**config.mk**
```make
export PLATFORM = sky130hd
export DESIGN_NAME = btn_debounce_events
export DESIGN_NICKNAME = d
export VERILOG_FILES = /design/src/rtl/btn_debounce_events.sv
export SDC_FILE = /design/constraint.sdc
export NUM_CORES = 1
export LEC_CHECK = 0
export BUFFER_PORTS_ARGS = -buffer_cell sky130_fd_sc_hd__buf_2
export CAP_MARGIN = 40
export CORE_MARGIN = 8
export CORE_UTILIZATION = 32
export CTS_BUF_LIST = sky130_fd_sc_hd__clkbuf_4 sky130_fd_sc_hd__clkbuf_8 sky130_fd_sc_hd__clkbuf_16
export CTS_CLUSTER_SIZE = 16
export DETAILED_ROUTE_END_ITERATION = 6
export GPL_ROUTABILITY_DRIVEN = 0
export GPL_TIMING_DRIVEN = 1
export PLACE_DENSITY = 0.61
export SLEW_MARGIN = 5
export SYNTH_ARGS = -nofsm -noshare
export SYNTH_HDL_FRONTEND = slang
export SYNTH_SLANG_ARGS = --single-unit
```
**constraint.sdc**
```tcl
create_clock -name clk -period 1.8 [get_ports clk]
set_clock_uncertainty 0.2 [all_clocks]
set_input_delay 0.18 -clock clk [delete_from_list [all_inputs] [get_ports clk]]
set_output_delay 0.18 -clock clk [all_outputs]
set_load 0.01 [all_outputs]
```
**src/rtl/btn_debounce_events.sv**
```systemverilog
// Push-button conditioner: 2-FF synchroniser, per-bit debounce FSM, press/release pulses, sticky pending flags.
// Optional level interrupt with per-button mask when BTN_IRQ_EN is defined.
module btn_debounce_events #(
    parameter int N_BTN           = 2,
    parameter int DEBOUNCE_CYCLES = 1000000,
    parameter bit ACTIVE_LOW      = 1'b0
) (
    input  logic             clk,
    input  logic             rst,
    input  logic [N_BTN-1:0] btns_i,
    output logic [N_BTN-1:0] btns_o,
    output logic [N_BTN-1:0] press_o,
    output logic [N_BTN-1:0] release_o,
    output logic [N_BTN-1:0] press_pend,
    output logic [N_BTN-1:0] rel_pend,
    input  logic [N_BTN-1:0] clr_press,
    input  logic [N_BTN-1:0] clr_rel
`ifdef BTN_IRQ_EN
    ,
    input  logic [N_BTN-1:0] irq_mask,
    output logic             irq
`endif
);

    localparam int CW = $clog2(DEBOUNCE_CYCLES);
    localparam logic [CW-1:0] CNT_MAX = CW'(DEBOUNCE_CYCLES - 1);

    typedef enum logic {
        ST_STABLE = 1'b0,
        ST_CHECK  = 1'b1
    } state_t;

    logic [N_BTN-1:0] sync1_r;
    logic [N_BTN-1:0] sync2_r;
    logic [N_BTN-1:0] level_r;
    logic [N_BTN-1:0] press_r;
    logic [N_BTN-1:0] release_r;
    logic [N_BTN-1:0] press_pend_r;
    logic [N_BTN-1:0] rel_pend_r;
    logic [N_BTN-1:0] flip_s;
    state_t           state_r     [N_BTN];
    state_t           state_nxt_s [N_BTN];
    logic [CW-1:0]    cnt_r       [N_BTN];
    logic [CW-1:0]    cnt_nxt_s   [N_BTN];

    // Two-stage synchroniser; polarity is normalised before the first stage.
    always_ff @(posedge clk) begin
        if (rst) begin
            sync1_r <= {N_BTN{1'b0}};
            sync2_r <= {N_BTN{1'b0}};
        end else begin
            sync1_r <= btns_i ^ {N_BTN{ACTIVE_LOW}};
            sync2_r <= sync1_r;
        end
    end

    // Debounce FSM state and counter registers.
    always_ff @(posedge clk) begin
        if (rst) begin
            for (int i = 0; i < N_BTN; i++) begin
                state_r[i] <= ST_STABLE;
                cnt_r[i]   <= {CW{1'b0}};
            end
        end else begin
            for (int i = 0; i < N_BTN; i++) begin
                state_r[i] <= state_nxt_s[i];
                cnt_r[i]   <= cnt_nxt_s[i];
            end
        end
    end

    // Next-state logic: the count tracks consecutive samples disagreeing with the accepted level.
    always_comb begin
        flip_s = {N_BTN{1'b0}};
        for (int i = 0; i < N_BTN; i++) begin
            state_nxt_s[i] = state_r[i];
            cnt_nxt_s[i]   = cnt_r[i];
            case (state_r[i])
                ST_STABLE: begin
                    if (sync2_r[i] != level_r[i]) begin
                        state_nxt_s[i] = ST_CHECK;
                        cnt_nxt_s[i]   = CW'(1);
                    end else begin
                        state_nxt_s[i] = ST_STABLE;
                        cnt_nxt_s[i]   = {CW{1'b0}};
                    end
                end
                ST_CHECK: begin
                    if (sync2_r[i] == level_r[i]) begin
                        state_nxt_s[i] = ST_STABLE;
                        cnt_nxt_s[i]   = {CW{1'b0}};
                    end else if (cnt_r[i] == CNT_MAX) begin
                        flip_s[i]      = 1'b1;
                        state_nxt_s[i] = ST_STABLE;
                        cnt_nxt_s[i]   = {CW{1'b0}};
                    end else begin
                        state_nxt_s[i] = ST_CHECK;
                        cnt_nxt_s[i]   = cnt_r[i] + CW'(1);
                    end
                end
                default: begin
                    state_nxt_s[i] = ST_STABLE;
                    cnt_nxt_s[i]   = {CW{1'b0}};
                end
            endcase
        end
    end

    // Accepted level, edge pulses and sticky flags; a set in the same cycle as a clear wins.
    always_ff @(posedge clk) begin
        if (rst) begin
            level_r      <= {N_BTN{1'b0}};
            press_r      <= {N_BTN{1'b0}};
            release_r    <= {N_BTN{1'b0}};
            press_pend_r <= {N_BTN{1'b0}};
            rel_pend_r   <= {N_BTN{1'b0}};
        end else begin
            level_r      <= level_r ^ flip_s;
            press_r      <= flip_s & ~level_r;
            release_r    <= flip_s & level_r;
            press_pend_r <= (press_pend_r & ~clr_press) | press_r;
            rel_pend_r   <= (rel_pend_r & ~clr_rel) | release_r;
        end
    end

    assign btns_o     = level_r;
    assign press_o    = press_r;
    assign release_o  = release_r;
    assign press_pend = press_pend_r;
    assign rel_pend   = rel_pend_r;

`ifdef BTN_IRQ_EN
    logic irq_r;

    // Registered level interrupt over the masked pending flags.
    always_ff @(posedge clk) begin
        if (rst) begin
            irq_r <= 1'b0;
        end else begin
            irq_r <= |((press_pend_r | rel_pend_r) & irq_mask);
        end
    end

    assign irq = irq_r;
`endif

endmodule

```
After elaboration in Yosys (flattened, before gate mapping)

Memories as Yosys holds them, arrays and structs flattened.
Index checks and enable logic that the tools add are counted.

Bits in registers: 14
Memory bits (writable): 42
Bits of input ports: 8
Output and inout bits: 10
Word-level logic and storage cells: 62
Memories kept: 2

$add $sub $neg: 2
Equal/unequal tests: 6
Muxes and demuxes: 29
Bitwise gates (word level): 16

Memory list:

| memory  | depth | bits a word | read ports | clocked after Yosys merged registers in | write ports | RTL line | RTL |
|---|---|---|---|---|---|---|---|
| cnt_r   | 2     | 20          | 2          | 0                                       | 2           | 43       | `logic [CW-1:0] cnt_r [N_BTN];` |
| state_r | 2     | 1           | 2          | 0                                       | 2           | 41       | `state_t state_r [N_BTN];` |

Operators with widths:

| cell                    | number |
|---|---|
| $mux W20                | 6 |
| $pmux W20 S2            | 2 |
| $add A20 B1 Y20 const B | 2 |
| $eq A20 B20 Y1 const B  | 2 |
| $mux W1                 | 19 |
| $and A2 B2 Y2           | 4 |
| $not A2 Y2              | 3 |
| $or A1 B1 Y1            | 4 |
| $or A2 B2 Y2            | 2 |
| $pmux W1 S2             | 2 |
| $eq A1 B1 Y1            | 2 |
| $ne A1 B1 Y1            | 2 |
| $not A1 Y1              | 2 |
| $xor A2 B2 Y2           | 1 |

Logic depth before layout (Yosys ltp)

Gate-level depths: netlist (run 1).
An unclocked memory read counts as a cell.

Word-level depth: 6
Depth in mapped cells: 7
Mapped depth without buffers: 7

Worst setup path before layout (run 1)

No wires, ideal clock.

Path kind: register -> register
Start point: mem cnt_r[0][20] in the netlist's numbering
End point: mem cnt_r[0][22] in the netlist's numbering
Library setup time: 0.117 ns
Arrival: 1.595 ns
Data required time: 1.483 ns
Setup slack: -0.113 ns
Cell stages (with the launch flop): 7
Buffers on the path: 1
Period minus slack after synthesis: 1.913 ns
Cells stage by stage: dfxtp_1 -> ha_1 -> and3_1 -> nand3_1 -> o21bai_1 -> buf_2 -> nor2_1

RTL lines:

| what        | RTL line |
|---|---|
| from (decl) | 43 |

==> reports/results.txt, run 1 <==
Status - complete, but fails checks
Failing checks - negative setup slack
Slew HR - 0.760
Met2 Usage GRT - 0.173
Drt drc - 0
Final worst-path setup slack - -20.1 ps
CTS Buf Count - 5
CP Launch Type - flop
Worst r2r src - cnt_r[0][9]
Initial antenna violation count - 0
Pre-antenna DRT Iters - 4
Top FF cell, synth - dfxtp_1
Setup total negative slack - -20.1 ps
PD cells - 573 nW/um^2
Lkg Pwr - 1.25 nW
Critical path peak fanout - 4
Die X - 103 um
Layout cells sized above 1 - 0.401
Pre-CTS worst setup slack - -84.2 ps
Fill cell count - 691
Post-Synth Simple-Gate Area - 0.298
Worst skew pair latency - 310 ps
Max Transition Viols Final - 0
Area share of the largest cell type after synthesis - 0.464
IO Pins - 18
Hold Path End - sync2_r[0]
Cell Area, Synth - 2420 um^2
Layout overhead on the synthesized area - 43.1%
Critical path required time - 1850 ps
Design Area, Final - 3460 um^2
Grt total ovfl - 0
Core Region - 7290 um^2
R2R setup slack - -20 ps
Vias in the first global route - 2,019
Slew @ Worst Pin - 356 ps
Vias - 2,102
Most common cell after layout, fill and taps aside - buf_4
Port Buffer Count - 17
Synth area leaders - dfxtp_1 (46%), xnor2_1 (8.7%), nor2_1 (6.4%), a21oi_1 (3.3%), ha_1 (3.1%)
DIE AREA - 10,600 um^2
Routed vias/inst - 4.69
First-pass GRT wire length - 8670 um
Hold crit path type - flop to flop
Clock Tree Buf Depth - 2
Post-synthesis mux area share - 0
Cell count after synthesis - 269
Critical Path End Type - flop
Post-Synth XOR/XNOR Area - 0.109
Crit Path Category - flop to flop
Max reg flops - 40
Hold Path Cell Cnt - 1
RSZ-0062 raised after global routing - true
Fin. Hold Viols - 0
H-tree Lvls - 2
Adder-cell share of the synthesized area - 0.0311
Ys Warns - 0
Most frequent cells in the layout - buf_4 (49), nor2_1 (41), dfxtp_1 (30)
Antenna viol nets, final - 0
Final Cycle Share - 1.01
Critical Path AT - 1870 ps
Row count - 31
Area of placed instances - 3040 um^2
Drt total wl - 5120 um
Root Driver - clkbuf_8
Total Power - 0.00198 W
R2R depth - 5
Complex-gate fraction of the synthesized area - 0.0637
Synth cell types - 36
Critical Path, Cell by Cell - nand4_4, buf_6, or3_4, or4_4, a21oi_2
Total clock sinks - 56
Largest family of logic cells by synthesized area - simple AND/OR/NAND/NOR gates
Peak supply drop - 0.265 mV
Final setup violation count - 1
Starting density of the core - 0.331
Worst path slowest cell - or4_4
CTS tree - done
Die Span Y - 103 um
Hold Path Origin - sync1_r[0]
Post-DP HPWL - 3650 um
Max-Cap Viols - 0
Mapped Nets - 283
M1 GR Usage - 0.119
R2R Path End - cnt_r[0][18]
GR Util met3 - 0.0263
Sequential fraction of the synthesis area - 0.464
Ys async rst share - 0
Busiest grt layer - met2
Pin count of the biggest net entering global routing - 19
Net count, final - 362
Post-route minimum period - 1820 ps
Per-cell routed wire length - 11.4 um
Slowest stage delay, CP - 420 ps
GRT Overall Usage - 0.102
Yosys reg bits - 56
Dominant cell type by area after synthesis - dfxtp_1
Clock-pin slew on the worst setup and hold paths - 110 ps
Max Freq - 549 MHz
Most flop-heavy register - cnt_r
Initial drt markers - 44
Antenna Cells - 0
Syn Area/Cell - 8.98 um^2
EDFF count, synth - 0
## kinds of logic (layout without fill, tap and decap cells)
| family | after synthesis | after routing |
|---|---|---|
| DFF | 56 | 56 |
| adders and majority gates | 6 | 6 |
| xor gates and xnor gates | 30 | 30 |
| AOI/OAI and AO/OA | 27 | 27 |
| and+or+nand+nor | 129 | 129 |
| buffers and inverters | 21 | 101 |
## cells in the mapped netlist, types with 6 or more instances
library cell,number
nor2_1,41
xor2_1,6
ha_1,6
dfxtp_1,56
nand2_1,12
xnor2_1,24
a21oi_1,16
nor4_1,6
nor3_1,10
nand3_1,14
nor2b_1,8
inv_1,17
## what timing repair did
action / in CTS / in global routing
cloned: 0 / 0
endpoints found under the hold margin: 9 / 0
setup endpoints to repair: 9 / 13
setup buffers: 1 / 7
gates resized for setup: 12 / 36
hold buffers: 7 / 0
pin swaps: 7 / 15
## worst max-delay path: cells and delay by family, from the launching register on
kind            cells  cell delay [ps]
simple gates        3              920
flops               1              390
buf+inv             1              130
compound gates      1              120
## per-stage QoR
stage / util / cells / hold slack (ps)
global placement: 0.416 / 425 / 190
CTS: 0.445 / 441 / 253
floorplan: - / 269 / 51.6
global route: 0.474 / 448 / 282
finish: 0.474 / 448 / 251
detailed placement: 0.416 / 425 / 204
## where the power goes
group / switching, W / total [W] / internal, W
Clock: 0.000425 / 0.000702 / 0.000277
Combinational: 0.0000169 / 0.0000421 / 0.0000252
Sequential: 0.00000460 / 0.00124 / 0.00123
## worst max-delay path by stage
stage                           start  cells past startpoint      endpoint
after global placement    cnt_r[0][7]                      6     btns_o[0]
after CTS                 cnt_r[0][9]                      5  cnt_r[0][18]
after floorplan           cnt_r[0][8]                      5  cnt_r[0][17]
final                     cnt_r[0][9]                      5  cnt_r[0][18]
after detailed placement  cnt_r[0][9]                      7     btns_o[0]
after global routing      cnt_r[0][8]                      5  cnt_r[0][18]
## final cells by class
type	instances	area, um^2	share of cell area
well taps	99	124	0.0358
clock buffers	5	68.8	0.0199
inverters	17	63.8	0.0185
flip-flops and latches	56	1180	0.340
repair buffers	76	557	0.161
clock inverters	3	21.3	0.00615
multi-input cells	192	1450	0.418
## routing by layer
metal / share of wire / vias to the layer above
li1: - / 1081
met1: 0.46 / 980
met2: 0.47 / 37
met3: 0.051 / 4
met4: 0.011 / 0
met5: 0 / -
Power figures use the tool's default switching activity.
==> inputs of run 2 (changes only) <==
--- a/config.mk
+++ b/config.mk
@@ -8,4 +8,5 @@
 export BUFFER_PORTS_ARGS = -buffer_cell sky130_fd_sc_hd__buf_2
 export CAP_MARGIN = 40
+export CORE_ASPECT_RATIO = 1.75
 export CORE_MARGIN = 8
 export CORE_UTILIZATION = 32
@@ -16,4 +17,5 @@
 export GPL_TIMING_DRIVEN = 1
 export PLACE_DENSITY = 0.61
+export SKIP_LAST_GASP = 1
 export SLEW_MARGIN = 5
 export SYNTH_ARGS = -nofsm -noshare
==> constraint.sdc (replaced) <==
create_clock -name clk -period 1.8 [get_ports clk]
set_clock_uncertainty 0.2 [all_clocks]
set_input_delay 0.18 -clock clk [delete_from_list [all_inputs] [get_ports clk]]
set_output_delay 0.18 -clock clk [all_outputs]
set_load 0.1 [all_outputs]
==> run 2 against run 1 <==
The flow still finishes with violations (negative setup slack); worst hold slack got worse by 7.4 ps; sequential share of layout area fell by 1.5 points; critical path type unchanged; clock power rose by 42%; core utilization rose by 0.88 points; total power rose by 15%; register-to-register slack got worse by 20 ps.
==> reports/results.txt, run 2 (synthesis gave the netlist of run 1 again) <==
Fill cell count - 702 (+1.6%)
Layout overhead on the synthesized area - 49.1%
CTS Buf Count - 5 (unchanged)
First-pass GRT wire length - 9630 um (+11%)
PD cells - 633 nW/um^2 (+11%)
GRT Overall Usage - 0.115 (+0.0127)
Grt total ovfl - 0 (unchanged)
Antenna viol nets, final - 0 (unchanged)
Drt drc - 0 (unchanged)
Initial drt markers - 84 (+91%)
Clock Tree Buf Depth - 2 (unchanged)
Final setup violation count - 4 (+3)
DIE AREA - 10,700 um^2 (+1.0%)
Setup total negative slack - -94.5 ps (-74.4 ps)
Reg area - 1170 um^2 (-0.32%)
Crit Path Category - flop to flop
Antenna Cells - 0 (unchanged)
Critical Path AT - 1880 ps (about the same)
Hold WS - 243 ps (-7.45 ps)
Max-Cap Viols - 0 (unchanged)
H-tree Lvls - 2 (unchanged)
Design Area, Final - 3600 um^2 (+4.2%)
Max reg flops - 40 (unchanged)
CP Launch Type - flop
Hold Path End - sync2_r[0]
Worst path bufs/invs - 1 (unchanged)
Net count, final - 368 (+1.7%)
R2R depth - 5 (unchanged)
Total clock sinks - 56 (unchanged)
Row count - 42 (+35%)
Critical Path End Type - flop
Crit path max-delay family - simple AND/OR/NAND/NOR gates
Die X - 81.7 um (-21%)
Starting density of the core - 0.324 (-0.00756)
Vias - 2,148 (+2.2%)
Status - complete, but fails checks
Critical path required time - 1840 ps (about the same)
Most flop-heavy register - cnt_r
Clock-pin slew on the worst setup and hold paths - 70 ps (-40 ps)
Port Buffer Count - 17 (unchanged)
Final Cycle Share - 1.02 (+0.0115)
Critical Path, Cell by Cell - buf_6, nand4_1, or4_4, or3_4, a21oi_2
Slew @ Worst Pin - 498 ps (+141 ps)
Post-route minimum period - 1840 ps (+20.7 ps)
Area of placed instances - 3080 um^2 (+1.5%)
Critical path peak fanout - 3 (-1)
Fin. Hold Viols - 0 (unchanged)
Final worst-path setup slack - -40.8 ps (-20.7 ps)
Layout cells sized above 1 - 0.423 (+0.0214)
Pre-antenna DRT Iters - 4 (unchanged)
Most common cell after layout, fill and taps aside - buf_4
Drt total wl - 5770 um (+13%)
Per-cell routed wire length - 13.0 um (+14%)
Most frequent cells in the layout - buf_4 (50), nor2_1 (40), dfxtp_1 (29)
Hold Path Cell Cnt - 1 (unchanged)
Routed vias/inst - 4.85 (+3.3%)
CTS tree - done
Slew HR - 0.671 (-0.0898)
Max Transition Viols Final - 0 (unchanged)
Layout Utilization - 0.483 (+0.00881)
Peak supply drop - 0.377 mV (+42%)
Core Region - 7460 um^2 (+2.3%)
Die Span Y - 131 um (+27%)
Post-DP HPWL - 4070 um (+12%)
RSZ-0062 raised after global routing - true
Hold crit path type - flop to flop
Failing checks - negative setup slack
Slowest stage delay, CP - 540 ps (+120 ps)
R2R setup slack - -40 ps (-20 ps)
IO Pins - 18 (unchanged)
Vias in the first global route - 2,195 (+8.7%)
Pre-CTS worst setup slack - -229 ps (-145 ps)
Area of the multi-input gates - 1470 um^2 (+1.6%)
Worst r2r src - cnt_r[0][32]
Pin count of the biggest net entering global routing - 20 (+1)
Lkg Pwr - 1.33 nW (+5.8%)
R2R Path End - cnt_r[0][39]
Max Freq - 543 MHz (-1.1%)
Initial antenna violation count - 0 (unchanged)
Worst skew pair latency - 300 ps (about the same)
Hold Path Origin - sync1_r[0]
Root Driver - clkbuf_16
Worst path slowest cell - or4_4
run 2: cell types whose count changed in the layout (fill, tap and decap cells not counted), moves of 2 or more:
| cell | before | now |
|---|---|---|
| a21oi_1 | 14 | 12 |
| a21oi_2 | 2 | 4 |
| buf_12 | 0 | 2 |
| buf_6 | 3 | 6 |
| clkbuf_16 | 0 | 5 |
| clkbuf_8 | 5 | 0 |
| dfxtp_2 | 17 | 20 |
| dfxtp_4 | 9 | 7 |
| nand2_1 | 9 | 11 |
| nand2_2 | 3 | 1 |
| nor4b_2 | 3 | 1 |
| nor4b_4 | 1 | 3 |
run 2: how the worst max path moves through the flow:
| stage | startpoint | to | slack [ps] | cells past startpoint |
|---|---|---|---|---|
| 2_1_floorplan | cnt_r[0][8] | cnt_r[0][17] | -20 | 5 |
| 3_3_place_gp | cnt_r[0][33] | btns_o[1] | -180 | 7 |
| 3_5_place_dp | cnt_r[0][33] | btns_o[1] | -230 | 7 |
| 4_1_cts | cnt_r[0][32] | cnt_r[0][37] | -30 | 5 |
| 5_1_grt | cnt_r[0][32] | cnt_r[0][39] | -110 | 5 |
| 6_report | cnt_r[0][32] | cnt_r[0][39] | -40 | 5 |
run 2: cell type report:
cell class | count | area share
clock inverters | 3 | 0.00660
clock buffers | 5 | 0.0347
repair buffers | 82 | 0.177
well taps | 88 | 0.0306
multi-input cells | 192 | 0.408
flip-flops and latches | 56 | 0.325
inverters | 17 | 0.0177
run 2: report_power, final:
| part | switching (W) | internal (W) | leakage (nW) |
|---|---|---|---|
| sequential | 0.00000428 | 0.00123 | 0.468 |
| combinational | 0.0000177 | 0.0000253 | 0.784 |
| clock | 0.000473 | 0.000528 | 0.0751 |
| total | 0.000495 | 0.00179 | 1.33 |
run 2: per-stage QoR:
step	instances	power (W)
after CTS	439	0.00231
after floorplan	269	0.00128
final	443	0.00228
after global routing	443	0.00236
after global placement	420	0.00130
after detailed placement	420	0.00130
run 2: layer usage:
metal	routed length (um)	track usage	up-vias
met1	2170	0.110	1016
met2	3280	0.218	22
met5	0	0	-
li1	-	-	1095
met4	178	0.0634	0
met3	144	0.0219	15
run 2: what timing repair did:
item,4_1_cts,5_1_grt
setup buffers,4,4
gates resized for setup,25,27
endpoints found under the setup margin,26,43
pin swaps,10,12
hold buffers,7,0
endpoints found under the hold margin,6,0
run 2: worst register-to-register path, cell delays in order (launching register included):
cell and delay [ps]:
dfxtp_2 360, buf_6 100, nand4_1 120, or4_4 540
or3_4 340, a21oi_2 120
==> inputs of run 3 (changes only) <==
- CORE_MARGIN: 8 -> 4
==> run 3 against run 2 <==
The flow still finishes with violations (negative setup slack); routed wire length down 3.0%; non-clock buffer count shrank 14; combinational power shrank 5.8%; final cell count fell by 3.6%; global-route usage is 1.8 points higher; core utilization shrank 1.3 points; fmax decreased by 1.8%; via count is 3.9% lower; sequential cell count stayed put; cell area down 5.0%; sequential power barely moved; die area fell by 15%; largest cell class unchanged.
==> reports/results.txt, run 3 (synthesis gave the netlist of run 1 again) <==
CTS tree - done
R2R Path End - cnt_r[0][37]
DIE AREA - 9060 um^2 (-15%)
Antenna viol nets, final - 0 (unchanged)
Reg power frac - 0.545 (+0.002)
Final setup violation count - 4 (unchanged)
CP Capture Point - cnt_r[0][37]
Setup total negative slack - -153 ps (-59.0 ps)
Max-Cap Viols - 0 (unchanged)
GRT Overall Usage - 0.133 (+0.0178)
Fin. Hold Viols - 0 (unchanged)
Per-cell routed wire length - 13.1 um (+0.67%)
Int Power - 0.00181 W (+1.2%)
Hold WS - 62.1 ps (-181 ps)
Clock Tree Buf Depth - 2 (unchanged)
Core Region - 7280 um^2 (-2.4%)
Final worst-path setup slack - -73.7 ps (-33.0 ps)
Layout overhead on the synthesized area - 41.6%
Lkg Pwr - 1.23 nW (-7.0%)
Sw Ratio - 0.204 (-0.0131)
Most common cell after layout, fill and taps aside - buf_4
Max reg flops - 40 (unchanged)
Max Transition Viols Final - 0 (unchanged)
Critical Path End Type - flop
Layout cells sized above 1 - 0.384 (-0.0384)
Max Freq - 534 MHz (-1.8%)
Starting density of the core - 0.332 (+0.00790)
Hold crit path type - primary input to flop
RSZ-0062 raised after global routing - true
Die Span Y - 123 um (-6.1%)
Critical Path, Cell by Cell - buf_6, nand4_1, or4_4, or3_4, a21oi_2
Slowest stage delay, CP - 570 ps (+30 ps)
Pin count of the biggest net entering global routing - 20 (unchanged)
Worst skew pair latency - 300 ps (about the same)
Clock-pin slew on the worst setup and hold paths - 70 ps (about the same)
Critical path required time - 1830 ps (about the same)
Clk pwr share - 0.437 (about the same)
First-pass GRT wire length - 9200 um (-4.4%)
Total Power - 0.00227 W (-0.46%)
PD cells - 664 nW/um^2 (+4.8%)
Peak supply drop - 0.704 mV (+87%)
Post-route minimum period - 1870 ps (+33.0 ps)
Slew HR - 0.671 (about the same)
Pre-antenna DRT Iters - 4 (unchanged)
Grt total ovfl - 0 (unchanged)
CP Launch Type - flop
Antenna Cells - 0 (unchanged)
Vias in the first global route - 2,101 (-4.3%)
Post-DP HPWL - 3960 um (-2.7%)
R2R depth - 5 (unchanged)
Final Cycle Share - 1.04 (+0.0183)
H-tree Lvls - 2 (unchanged)
R2R setup slack - -70 ps (-30 ps)
Worst r2r src - cnt_r[0][33]
Most frequent cells in the layout - buf_4 (41), nor2_1 (40), dfxtp_1 (33)
Crit path from - cnt_r[0][33]
Crit Path Category - flop to flop
Routed vias/inst - 4.83 (-0.31%)
Critical Path AT - 1910 ps (+30 ps)
Drt total wl - 5600 um (-3.0%)
Worst path slowest cell - or4_4
Total clock sinks - 56 (unchanged)
Most flop-heavy register - cnt_r
Slew @ Worst Pin - 497 ps (-0.353 ps)
Port Buffer Count - 17 (unchanged)
Initial antenna violation count - 0 (unchanged)
Psw - 0.000463 W (-6.5%)
Status - complete, but fails checks
Die X - 73.7 um (-9.8%)
Failing checks - negative setup slack
Combinational share of power - 0.018 (about the same)
CTS Buf Count - 5 (unchanged)
Initial drt markers - 57 (-32%)
IO Pins - 18 (unchanged)
Root Driver - clkbuf_16
Net count, final - 354 (-3.8%)
Vias - 2,064 (-3.9%)
Row count - 41 (-2.4%)
Drt drc - 0 (unchanged)
Critical path peak fanout - 4 (+1)
[run 3: layout make-up]
type,instances,area [um^2]
fill,704,3860
multi-input combinational,192,1420
sequential,56,1170
timing repair buffer,68,515
clock buffer,7,140
tap,86,108
inverter,17,63.8
clock inverter,1,8.76
[run 3: critical path: cells and delay by family, from the launching register on]
family	cells	cell delay (ps)
simple gates	3	1030
flops	1	350
compound gates	1	120
buf+inv	1	110
[run 3: worst min-delay path by stage]
stage | from | end | depth (start not counted)
global route | rst | rel_pend[0] | 2
global placement | btns_i[0] | sync1_r[0] | 2
CTS | rst | press_pend[1] | 2
detailed placement | btns_i[0] | sync1_r[0] | 2
floorplan | rst | press_o[1] | 1
finish | rst | rel_pend[1] | 2
[run 3: layer usage]
layer  track usage  up-vias  routed length, um
met5             0        -                  0
met2         0.251       23               3240
li1              -     1064                  -
met4        0.0646        0                150
met3        0.0309       11                149
met1         0.130      966               2060
[run 3: repair_timing]
| action | CTS | global route |
|---|---|---|
| hold buffers | 6 | 0 |
| buffers inserted | 3 | 5 |
| hold endpoints to repair | 6 | 0 |
| endpoints found under the setup margin | 28 | 29 |
| resized for setup | 17 | 20 |
| pin swaps | 5 | 9 |
[run 3: power by group through the flow]
| stage | Combinational [W] | Sequential (W) | Clock, W |
|---|---|---|---|
| 2_1_floorplan | 0.0000141 | 0.00127 | 0 |
| 3_3_place_gp | 0.0000281 | 0.00127 | 0 |
| 3_5_place_dp | 0.0000284 | 0.00127 | 0 |
| 4_1_cts | 0.0000406 | 0.00124 | 0.00103 |
| 5_1_grt | 0.0000460 | 0.00124 | 0.00107 |
| 6_report | 0.0000405 | 0.00124 | 0.000993 |
[run 3: per-stage QoR]
stage          cells  worst slack [ps]  utilization  instance area [um^2]
2_1_floorplan    269             -15.8            -                  2520
3_3_place_gp     405             -40.8        0.411                  2990
3_5_place_dp     405             -61.4        0.411                  2990
4_1_cts          422             -16.6        0.451                  3290
5_1_grt          427              -123        0.470                  3420
6_report         427             -73.7        0.470                  3420
